==> src/rtl/negator.sv <==
// Two's-complement negator with a combinational result and one registered,
// valid-qualified stage carrying overflow / zero / sign flags.
module negator #(
  parameter int WIDTH    = 8,  // 2..64
  parameter bit SATURATE = 1'b0
) (
  input  logic             CLK,
  input  logic             RESET,
  input  logic [WIDTH-1:0] in,
  input  logic             in_valid,
  output logic [WIDTH-1:0] out,
  output logic [WIDTH-1:0] out_q,
  output logic             out_valid,
  output logic             ovf,
  output logic             zero,
  output logic             neg
);

  localparam logic [WIDTH-1:0] MOST_NEG = {1'b1, {(WIDTH-1){1'b0}}};
  localparam logic [WIDTH-1:0] MOST_POS = {1'b0, {(WIDTH-1){1'b1}}};

  logic             is_min;
  logic [WIDTH-1:0] wrapped;

  // -MIN is not representable: wrapping yields MIN again, saturating clamps to MAX.
  assign is_min  = (in == MOST_NEG);
  assign wrapped = ~in + {{(WIDTH-1){1'b0}}, 1'b1};
  assign out     = (SATURATE && is_min) ? MOST_POS : wrapped;

  always_ff @(posedge CLK) begin
    if (RESET) begin
      out_q     <= '0;
      out_valid <= 1'b0;
      ovf       <= 1'b0;
      zero      <= 1'b1;
      neg       <= 1'b0;
    end else begin
      out_valid <= in_valid;
      if (in_valid) begin
        out_q <= out;
        ovf   <= is_min;
        zero  <= (out == '0);
        neg   <= out[WIDTH-1];
      end
    end
  end

endmodule

==> config.mk <==
export PLATFORM = sky130hd
export DESIGN_NAME = negator
export DESIGN_NICKNAME = d
export VERILOG_FILES = /design/src/rtl/negator.sv
export SDC_FILE = /design/constraint.sdc
export NUM_CORES = 1
export LEC_CHECK = 0
export CAP_MARGIN = 30
export CORE_MARGIN = 2
export CORE_UTILIZATION = 42
export CTS_BUF_LIST = sky130_fd_sc_hd__clkbuf_2
export DETAILED_ROUTE_END_ITERATION = 6
export DONT_BUFFER_PORTS = 1
export PLACE_DENSITY = 0.6
export RECOVER_POWER = 25
export SLEW_MARGIN = 10
export SYNTH_ARGS = -nofsm -noshare
export SYNTH_HDL_FRONTEND = slang
export SYNTH_SLANG_ARGS = --single-unit
==> constraint.sdc <==
create_clock -name CLK -period 1.2 [get_ports CLK]
set_clock_uncertainty 0.15 [all_clocks]
set_input_delay 0.18 -clock CLK [delete_from_list [all_inputs] [get_ports CLK]]
set_output_delay 0.18 -clock CLK [all_outputs]
set_load 0.02 [all_outputs]
==> out/summary.md, run 1 <==
The run finished, with violations left. The final reports fail on negative hold slack, negative setup slack. The routed metal-1 wire length is 527 um, and the final count of negative-setup-slack endpoints is 3. In this run the count of I/O pins placed on the die edge is 31. For the share of the core filled with cells in the final layout, the log shows 66.8%. The path with the worst hold slack has its endpoint at zero$_SDFFE_PP1P_. Entering global routing, the biggest net connects 11 pins. The layout has 104 filler cells. The startpoint of the worst hold path is in_valid. A synthesized cell averages 9.61 sq um. Power spread over the standard cell area amounts to 977 nW/um^2. In the detailed route, the total length drawn on met3 is 123 um. The clock-pin transition on the worst setup and hold timing paths is 110 ps, and the worst endpoint data arrival time is 930 ps.

The number of hold-slack violations in the final timing report was 8. In this run the tool buffered the top-level ports with 0 buffer cells. The logs give 18.1% for the global-route usage over all layers and 0 for the reported max-cap violation count. The region available for standard cell placement spans 1280 sq um. The worst register-to-register path begins at out_q[6]$_SDFFE_PP0P_. STA classifies the critical path startpoint as an input pin. For this block, the routed nets add up to 1.39 mm of wire. The path class of the tightest hold or removal check is in2reg. The data required time at the worst endpoint came out at 870 ps.

Timing-limited maximum frequency: 792 MHz. The final worst slack was -62.6 ps; the die span in x was 40.7 um. The die covers 1660 sq um. For this run, the post-layout net count is 87. The flop and latch count out of synthesis was 11; the number of cells on the worst hold path was 2. The worst pin sits at a relative slew slack of 72.9%. The number of nets handed over by synthesis was 71. The number of DRC violations after detailed-routing iteration 0 was 9; the worst-case register-to-register setup slack was 200 ps. The run gives 13 as the standard-cell row count.

The cell taking the most area after synthesis is sky130_fd_sc_hd__dfxtp_1. Combined area of all synthesized cells: 567 sq um. In this design, the largest share of critical-path delay is due to simple AND/OR/NAND/NOR gates. The routed design uses 718 um of met2 wire.

The number of global-route vias before repair is 463. For the instance count of the mapped netlist, the log shows 59. Number of antenna diodes: 0. For this run, design rule violations remaining after detail routing come to 0.

The count of nets left with antenna violations once routing finished came out at 0. Summed over all cells, the static leakage comes to 0.369 nW. The number of levels in the clock H-tree came out at 1.

STA classifies the critical path endpoint as an output port. At the later pin of the worst-skew pair, clock insertion delay measures 240 ps. The routed layout has 475 vias.

The slew at the pin closest to its max-slew limit was 407 ps. The worst register-to-register path ends at out_q[6]$_SDFFE_PP0P_. The area added between synthesis and finish is 51.4%. The synthesized design devotes to its leading area cell type 38.9% of total area.

The wire length of the first global-routing pass was 1.95 mm; the post-layout instance count excluding filler cells was 89. Setup repair after global routing could not meet its margin everywhere. The post-route netlist has 43.2% of its cells at a drive strength greater than 1. The slowest stage of the critical path is the sky130_fd_sc_hd__or3_4 cell. Using the TritonRoute via totals, the vias-per-cell ratio works out to 5.34. In the layout the commonest cells are 11 x sky130_fd_sc_hd__dfxtp_1, 10 x sky130_fd_sc_hd__nor2_1, 7 x sky130_fd_sc_hd__buf_4, 6 x sky130_fd_sc_hd__mux2i_1.

The placer's final routability congestion estimate was 0.685. TritonCTS built the clock tree. The largest voltage drop on the vdd net came out at 503 uV. The first detailed-routing pass took 4 iterations. For this run, the slowest stage of the critical path takes 390 ps.

Walking the worst path, the cells encountered are or3_4 -> nor2b_4 -> xnor2_4. In this run the deepest clock path goes through 2 buffers. For this run the aggregate overflow at the end of global routing stands at 0. Top layer used by detailed routing: met4. Counting both buffers and inverters, the worst setup path holds a total of 0. The HPWL reported at the end of detailed placement was 1.05 mm; the register area share after synthesis was 38.9%. The cell count of the worst reg-to-reg path is 2, and the worst hold-check slack is -66.0 ps.

The number of clock buffers added by TritonCTS is 3. The tree is rooted in a sky130_fd_sc_hd__clkbuf_2. The worst path uses 105% of the clock period. Critical path start-end classification: in2out. Along the worst path, the maximum fanout reaches 4. The library cell used most frequently in the layout, excluding fill and tap cells, is sky130_fd_sc_hd__dfxtp_1. The cell total after placement was 79. Yosys printed 0 warnings. Subtracting the final worst setup slack from the clock period gives 1260 ps.

The die is 40.7 um tall. The initial antenna violation count is 0. The number of library cell types mapped by synthesis was 23; the final count of pins violating max slew was 0. The average wire per cell in the routed design is 15.6 um. Yosys attributes the largest share of cell area to sky130_fd_sc_hd__dfxtp_1 39%, sky130_fd_sc_hd__mux2i_1 11%, sky130_fd_sc_hd__nor2_1 6.6%. The initial utilization of the core area, before any placement, comes to 44.1%. For the number of sinks driven by the clock tree, the log shows 11.
==> flip-flops by register name (all words and copies together), names as in the netlist <==
signal     count
out_q          8
zero           1
out_valid      1
ovf            1
==> power breakdown <==
group / internal (mW) / switching, mW
clock network: 0.0885 / 0.122
logic: 0.112 / 0.0927
registers: 0.388 / 0.0359
==> synth_stat cells <==
master	instances
sky130_fd_sc_hd__dfxtp_1	11
sky130_fd_sc_hd__nor2_1	10
sky130_fd_sc_hd__mux2i_1	6
sky130_fd_sc_hd__nor3b_1	4
sky130_fd_sc_hd__inv_1	3
sky130_fd_sc_hd__nand3_1	3
sky130_fd_sc_hd__xnor2_1	3
sky130_fd_sc_hd__a21o_1	2
sky130_fd_sc_hd__buf_4	2
sky130_fd_sc_hd__xor2_1	2
sky130_fd_sc_hd__a21o_2	1
sky130_fd_sc_hd__a21oi_1	1
sky130_fd_sc_hd__a32oi_1	1
sky130_fd_sc_hd__and2b_1	1
sky130_fd_sc_hd__buf_2	1
sky130_fd_sc_hd__clkbuf_1	1
sky130_fd_sc_hd__ha_1	1
sky130_fd_sc_hd__nand2_1	1
sky130_fd_sc_hd__nor2b_4	1
sky130_fd_sc_hd__nor3_2	1
sky130_fd_sc_hd__o31ai_2	1
sky130_fd_sc_hd__or3_4	1
sky130_fd_sc_hd__xnor2_2	1
==> layout make-up <==
type                       count  area [sq um]  area share [%]
multi-input combinational     41           424            49.4
tap                           15          18.8            2.19
sequential                    11           220            25.7
clock buffer                   4          20.0            2.33
timing repair buffer          15           139            16.2
inverter                       3          36.3            4.23
==> worst register-to-register path, stage by stage (launching register included) <==
cell	delay (ps)
sky130_fd_sc_hd__dfxtp_1	470
sky130_fd_sc_hd__nor3b_1	220
sky130_fd_sc_hd__a21o_2	110
==> per-stage QoR <==
stage	total power, mW	area, sq um	worst slack (ps)	TNS, ps
after CTS	0.833	801	-62.3	-113
after detailed placement	0.598	727	-151	-412
after global routing	0.885	858	-91.5	-274
after global placement	0.593	727	-126	-303
after floorplan	0.570	664	-110	-245
final	0.838	858	-62.6	-112
==> kinds of logic after synthesis <==
| family | share of synthesized area (%) |
|---|---|
| fa+ha+maj | 2.21 |
| mux | 10.6 |
| flops | 38.9 |
| simple gates | 22.7 |
| xor+xnor | 10.6 |
| compound gates | 8.83 |
| buf+inv | 6.18 |
==> worst max path at each step <==
stage               startpoint                     to  slack [ps]  depth (start not counted)
global route             in[4]                 out[6]         -90                          3
CTS                      in[4]                 out[6]         -60                          3
finish                   in[4]                 out[6]         -60                          3
detailed placement       in[4]  out_q[6]$_SDFFE_PP0P_        -150                          4
global placement         in[4]  out_q[6]$_SDFFE_PP0P_        -130                          4
floorplan                in[4]  out_q[6]$_SDFFE_PP0P_        -110                          4
==> metal layers <==
layer / vias up / global-route usage [%]
met3: 2 / 5.43
li1: 224 / -
met1: 227 / 20.4
met4: 0 / 5.00
met5: - / 0
met2: 22 / 32.5
==> timing repair <==
item	4_1_cts	5_1_grt
endpoints found under the hold margin	10	9
pin swaps	1	4
endpoints found under the setup margin	3	9
buffers inserted	0	1
hold buffers	4	1
gates resized for setup	3	8
Note: power is estimated with default switching activity, not from simulation.
==> inputs of run 2 (changes only) <==
- CORE_AREA: default -> 2 2 39 41
- CORE_MARGIN: 2 -> default
- CORE_UTILIZATION: 42 -> default
- DIE_AREA: default -> 0 0 41 43
==> run 2 against run 1 <==
The run still ends with negative hold slack, negative setup slack left. Combinational power fell by 11%. Cell area down 5.8%. Sequential power about the same. Register-to-register slack gained 20 ps. Non-clock buffer count is 2 lower. Via count is 4.2% lower. Critical path depth is the same. Wire length fell by 15%. Die area rose by 6.2%. Critical endpoint unchanged. Largest cell class unchanged.
==> out/summary.md, run 2 (synthesized netlist as in run 1, its figures left out) <==
Summed over all nets, the half-perimeter wirelength after detailed placement is 885 um. The later-pin clock latency in the skew report was 260 ps. Broken down by cell family, the worst path's largest delay share belongs to simple AND/OR/NAND/NOR gates. The library cell used most frequently in the layout, excluding fill and tap cells, is sky130_fd_sc_hd__dfxtp_1. The total of buffers placed on input and output ports is 0. Detailed routing inserted a total of 455 vias. The total clock buffers created by CTS is 3. Register containing the most flip-flops in the final layout: out_q. For the final count of pins violating max slew, the log shows 0.

STA puts the critical path data required time at 870 ps. Global routing finished with a remaining overflow of 0. The floorplan has 14 rows. The total area inside the core boundary comes to 1380 sq um. In the layout the commonest cells are 11 x sky130_fd_sc_hd__dfxtp_1, 10 x sky130_fd_sc_hd__nor2_1, 7 x sky130_fd_sc_hd__buf_4, 6 x sky130_fd_sc_hd__mux2i_1, 4 x sky130_fd_sc_hd__clkbuf_2. In the final layout, the share of cells above drive strength 1 is 40.3%. The run gives 41.0% as the initial cell density of the core. For the pin with the worst max-slew slack, the measured transition is 385 ps. STA classifies the critical path endpoint as an output port.

The run gives 0 as the detailed-route DRC error count. The clock-pin transition on the worst setup and hold timing paths works out to 120 ps. The worst hold path passes through 2 cells. For the worst endpoint data arrival time, the log shows 920 ps. The area enclosed by the die boundary came out at 1760 sq um. The flow ran to the end, but the final reports show violations. The critical path goes through or3_4 -> nor2b_4 -> xnor2_4. TritonCTS built the clock tree.

The tools report the timing-limited maximum frequency as 797 MHz. The tools report the post-route cell area as 808 sq um. The number of hold-slack violations in the final timing report is 8. In the final routed layout, each cell accounts on average for 13.4 um. For this run, the slowest stage of the critical path takes 390 ps. The initial antenna violation count was 0; the placed standard-cell area was 721 sq um. The number of search-and-repair iterations in the first detailed-routing pass was 4; the areal power density over the cells was 1030 nW/um^2. Measured in cells, the most critical reg-to-reg path has a length of 2. The detailed router finished its first iteration with 13 violations. Among all stages on the critical path, the largest delay is contributed by sky130_fd_sc_hd__or3_4. Worst hold-check slack: -82.6 ps.

The worst path buffer plus inverter count was 0. In the routed layout, each cell is associated on average with a via count of 5.17. The run gives 220 sq um as the register area. The fill cell total of the finished layout is 124, and the number of sinks driven by the clock tree is 11. The worst-path maximum fanout works out to 4.

The layer flagged by global routing as most heavily used is met2. Summed over all cells, the static leakage comes to 0.351 nW. In this run the clock root is driven by a sky130_fd_sc_hd__clkbuf_2. Measured along the x axis, the die boundary spans 41 um. Critical path depth in cells: 3.

For this design the top-level I/O count stands at 31. At the end of routability-driven placement, the weighted congestion stood at 0.694. Final sum of negative setup slack: -54.1 ps. The first global-routing pass estimated 1.84 mm of wire. The worst setup path is of the in2out kind. The deepest clock path buffer count is 2, and the reported max-cap violation count is 0.

The number of antenna diodes came out at 0. The net count of the finished layout is 85. The logs give 1 for the number of levels in the clock H-tree and 1.18 mm for the final routed wirelength across all metal layers. Counting I/O delays and the setup requirement, the final critical path takes 1250 ps. The die is 43 um tall. The met3 demand-to-capacity share in global routing is 4.19%, and the worst slew margin relative to its limit is 74.3%. The kind of start point of the critical path was an input pin. The area added between synthesis and finish came out at 42.6%. The multi-input combinational cells in the finished layout cover a total of 402 sq um.

Global routing used 15.9% of the available tracks across all layers. Kind of path behind the tightest hold check: in2reg. Setup slack on the worst reg-to-reg path comes out at 220 ps.

Entering global routing, the biggest net connects 11 pins. The logs give 19.7% for the global routing usage on met1 and 452 uV for the largest voltage drop on the vdd net. The share of the clock period used by the worst path after layout works out to 105%. The residual antenna-violating net count after detailed routing was 0. The number of flip-flops in the largest register was 8. Setup repair after global routing could not meet its margin everywhere. The checks that failed: negative hold slack, negative setup slack. The number of global-route vias before repair is 457.

The logs give -54.1 ps for the final worst slack and 23.1% for the global-route track usage on met2. The final count of negative-setup-slack endpoints is 1, and the hold buffer count at cts is 4.
run 2: changes by cell type in the layout (fill, tap and decap cells not counted), sizes merged:
cell,delta
clkinv,-1
buf,-1
inv,+1
dlygate4sd3,-1
run 2: final timing paths:
path	start	endpoint
min reg2reg	out_q[1]$_SDFFE_PP0P_	out_q[1]$_SDFFE_PP0P_
max reg2reg	out_q[6]$_SDFFE_PP0P_	out_q[6]$_SDFFE_PP0P_
max	in[4]	out[6]
min	in_valid	out_q[2]$_SDFFE_PP0P_
run 2: stage by stage:
stage               util, %  worst slack [ps]  power, mW  instances
CTS                    56.4             -56.6      0.828         87
finish                 58.4             -54.1      0.829         88
floorplan                 -              -110      0.570         59
global route           58.4             -75.6      0.864         88
global placement       52.1              -135      0.589         79
detailed placement     52.1              -141      0.592         79
run 2: report_power, final:
part | switching [mW] | internal (mW)
Clock | 0.136 | 0.0884
Sequential | 0.0339 | 0.388
Combinational | 0.0845 | 0.0985
Total | 0.255 | 0.575
run 2: layer usage:
metal  up-vias  routed length, um
met5         -                  0
met4         0                 30
met3         4                108
met2        20                519
met1       205                523
li1        226                  -
run 2: what timing repair did:
item / CTS / global route
endpoints found under the hold margin: 10 / 8
pin swaps: 0 / 1
buffers inserted: 0 / 1
gates resized for setup: 0 / 5
endpoints found under the setup margin: 1 / 5
run 2: area by class of cell:
class                           count  area share [%]
Inverter                            3            3.56
Clock buffer                        4            2.48
Sequential cell                    11            27.2
Multi-Input combinational cell     41            49.7
Timing Repair Buffer               13            14.6
Tap cell                           16            2.48
==> inputs of run 3 (changes only) <==
--- a/constraint.sdc
+++ b/constraint.sdc
@@ -3,3 +3,3 @@
 set_input_delay 0.18 -clock CLK [delete_from_list [all_inputs] [get_ports CLK]]
 set_output_delay 0.18 -clock CLK [all_outputs]
-set_load 0.02 [all_outputs]
+set_load 0.01 [all_outputs]
==> run 3 against run 2 <==
Sequential share of layout area is 2.0 points higher. Setup slack better by 19 ps. Clock-buffer cell count stayed put. Power is 7.3% lower. Worst hold slack better by 8.5 ps. First-iteration DRC count is 77% lower. Sequential power is 3% lower. Cell count is 2.3% lower. Clock power is 4% lower. Register-to-register slack better by 70 ps. Combinational power is 21% lower. Wire length is 4.1% lower. The run still ends with negative hold slack, negative setup slack left.
==> out/summary.md, run 3 (synthesized netlist as in run 1, its figures left out) <==
The tools report the initial antenna violation count as 0. Wire length of the first global-routing pass: 1.77 mm. Summed over all cells, the static leakage comes to 0.329 nW. Critical path start-end classification: in2out. For the worst hold-check slack, the log shows -74.1 ps.

The run gives 0 as the number of antenna diodes. CTS saw 11 sinks. The floorplan step defined a die boundary enclosing 1760 sq um. The run gives 14 as the standard-cell row count. For the worst-skew pair, the clock arrives at the later sink with an insertion delay of 250 ps.

The tools report the critical path launch point as in[5]. The most common cell after layout, fill and taps aside is sky130_fd_sc_hd__dfxtp_1. The tools report the number of global-route vias before repair as 442. The initial utilization of the core area, before any placement, comes to 41.0%.

The hold buffer count at cts was 4; the via density per instance was 5.22. Setup repair after global routing could not meet its margin everywhere. Clock tree synthesis selected as its root buffer the cell sky130_fd_sc_hd__clkbuf_2. The run gives 8 as the number of hold-slack violations in the final timing report.

Routability-driven placement finished with a final weighted congestion of 0.711. The worst endpoint data arrival time was 910 ps. The total congestion overflow was 0.

The final reports fail on negative hold slack, negative setup slack. For the worst flop-to-flop path, the logic depth is 2. The area growth from synthesis to layout is 32.7%.

The worst setup path is captured at an output port. Start of the worst register-to-register path: out_q[6]$_SDFFE_PP0P_. The tools report the global-route usage over all layers as 14.8%. TritonCTS built the clock tree.

The number of flip-flops in the largest register was 8; the area of the core was 1380 sq um. STA classifies the critical path startpoint as an input pin. Based on the critical path, the design can be clocked at up to 810 MHz.

Before antenna repair, the detailed router went through 4 iterations. At the worst endpoint, the required time is 870 ps. The number of DRC violations after detailed-routing iteration 0 was 3.

The number of levels in the clock H-tree came out at 1. Headroom to the max-slew limit came out at 75.0%. The final layout contains 83 nets. The path with the worst hold slack has its endpoint at out_q[4]$_SDFFE_PP0P_. The clock-pin transition on the worst setup and hold timing paths is 110 ps.

The floorplan step set the die height to 43 um. The final route contains 449 vias. For this design the ratio of total power to cell area is 1020 nW/um^2.

The pin count of the biggest net entering global routing was 11; the detailed-route DRC error count was 0. Counting along the longest clock path gives a buffer depth of 2. The worst register-to-register path ends at out_q[6]$_SDFFE_PP0P_. The routed design has 1.13 mm of wire. For this design the top-level I/O count stands at 31. The final critical path takes up 103% of the cycle. For the pin with the worst max-slew slack, the measured transition is 375 ps. The tools report the cell total after placement as 76.

After legalization and detailed placement, the total HPWL measured 834 um. The number of cells on the worst hold path is 2. In this run, CTS created clock tree buffers numbering 3.

The run finished, with violations left. The final worst slack came out at -35.1 ps. The tool flagged a number of max-cap violations equal to 0.

The final count of negative-setup-slack endpoints is 1, and the average wire per cell in the routed design is 13.2 um. The final count of pins violating max slew came out at 0. More flip-flops sit in one register than any other, and that register is out_q. The die is 41 um wide. In this run the tool buffered the top-level ports with 0 buffer cells.

Setup slack on the worst reg-to-reg path comes out at 290 ps. The startpoint of the worst hold path is in_valid. The time the worst path needs with I/O delays and setup is 1240 ps, and the post-layout instance count excluding filler cells is 86.

The worst-path maximum fanout was 4. The top cell types in the final layout, fill and taps aside, are 11 x sky130_fd_sc_hd__dfxtp_1, 10 x sky130_fd_sc_hd__nor2_1, 7 x sky130_fd_sc_hd__buf_4, 6 x sky130_fd_sc_hd__mux2i_1, 4 x sky130_fd_sc_hd__clkbuf_2. The detail route stage leaves a number of antenna-violating nets equal to 0.

The tightest min-delay check is of the in2reg type. Power comes to 0.768 mW. Across the VDD grid, the largest voltage drop is 428 uV.

The ratio of cells with drive above 1 in the final layout came out at 35.7%.
run 3: critical path: stages:
cell and delay (ps):
sky130_fd_sc_hd__or3_4 380, sky130_fd_sc_hd__nor2b_4 180, sky130_fd_sc_hd__xnor2_4 160
run 3: worst max path at each step:
stage	to	slack (ps)	depth (start not counted)
finish	out[6]	-40	3
global route	out[6]	-60	3
CTS	out[6]	-40	3
detailed placement	out_q[6]$_SDFFE_PP0P_	-120	6
global placement	out_q[6]$_SDFFE_PP0P_	-100	6
floorplan	out_q[6]$_SDFFE_PP0P_	-80	4
run 3: final cells by class:
cell class | instances | area (sq um)
multi-input cells | 41 | 385
inverters | 3 | 11.3
fillers | 123 | 632
well taps | 16 | 20.0
clock buffers | 4 | 20.0
repair buffers | 11 | 95.1
flip-flops and latches | 11 | 220
run 3: metal layers:
metal	part of all wire (%)	routed length (um)	track usage [%]
met5	0	0	0
met3	7.7	87	4.71
met2	54	608	23.4
met4	0.53	6	6.00
met1	38	430	17.4
run 3: what timing repair did:
action,CTS,global route
buffers inserted,1,1
endpoints found under the hold margin,10,8
setup endpoints to repair,2,4
resized for setup,4,3
pin swaps,3,4
run 3: power by group:
group / internal, mW / switching [mW]
clock network: 0.0885 / 0.128
logic: 0.0825 / 0.0611
registers: 0.388 / 0.0211
run 3: stage by stage:
step                      utilization (%)  cell area (sq um)  hold WS, ps  setup WS (ps)  TNS (ps)
after floorplan                         -                607          130          -80.0      -124
after global placement               46.3                641          104           -105      -275
after detailed placement             46.3                641          107           -118      -297
after CTS                            52.4                724        -93.3          -43.4     -51.1
after global routing                 54.3                752        -73.2          -61.4     -64.4
final                                54.3                752        -74.1          -35.1     -35.1
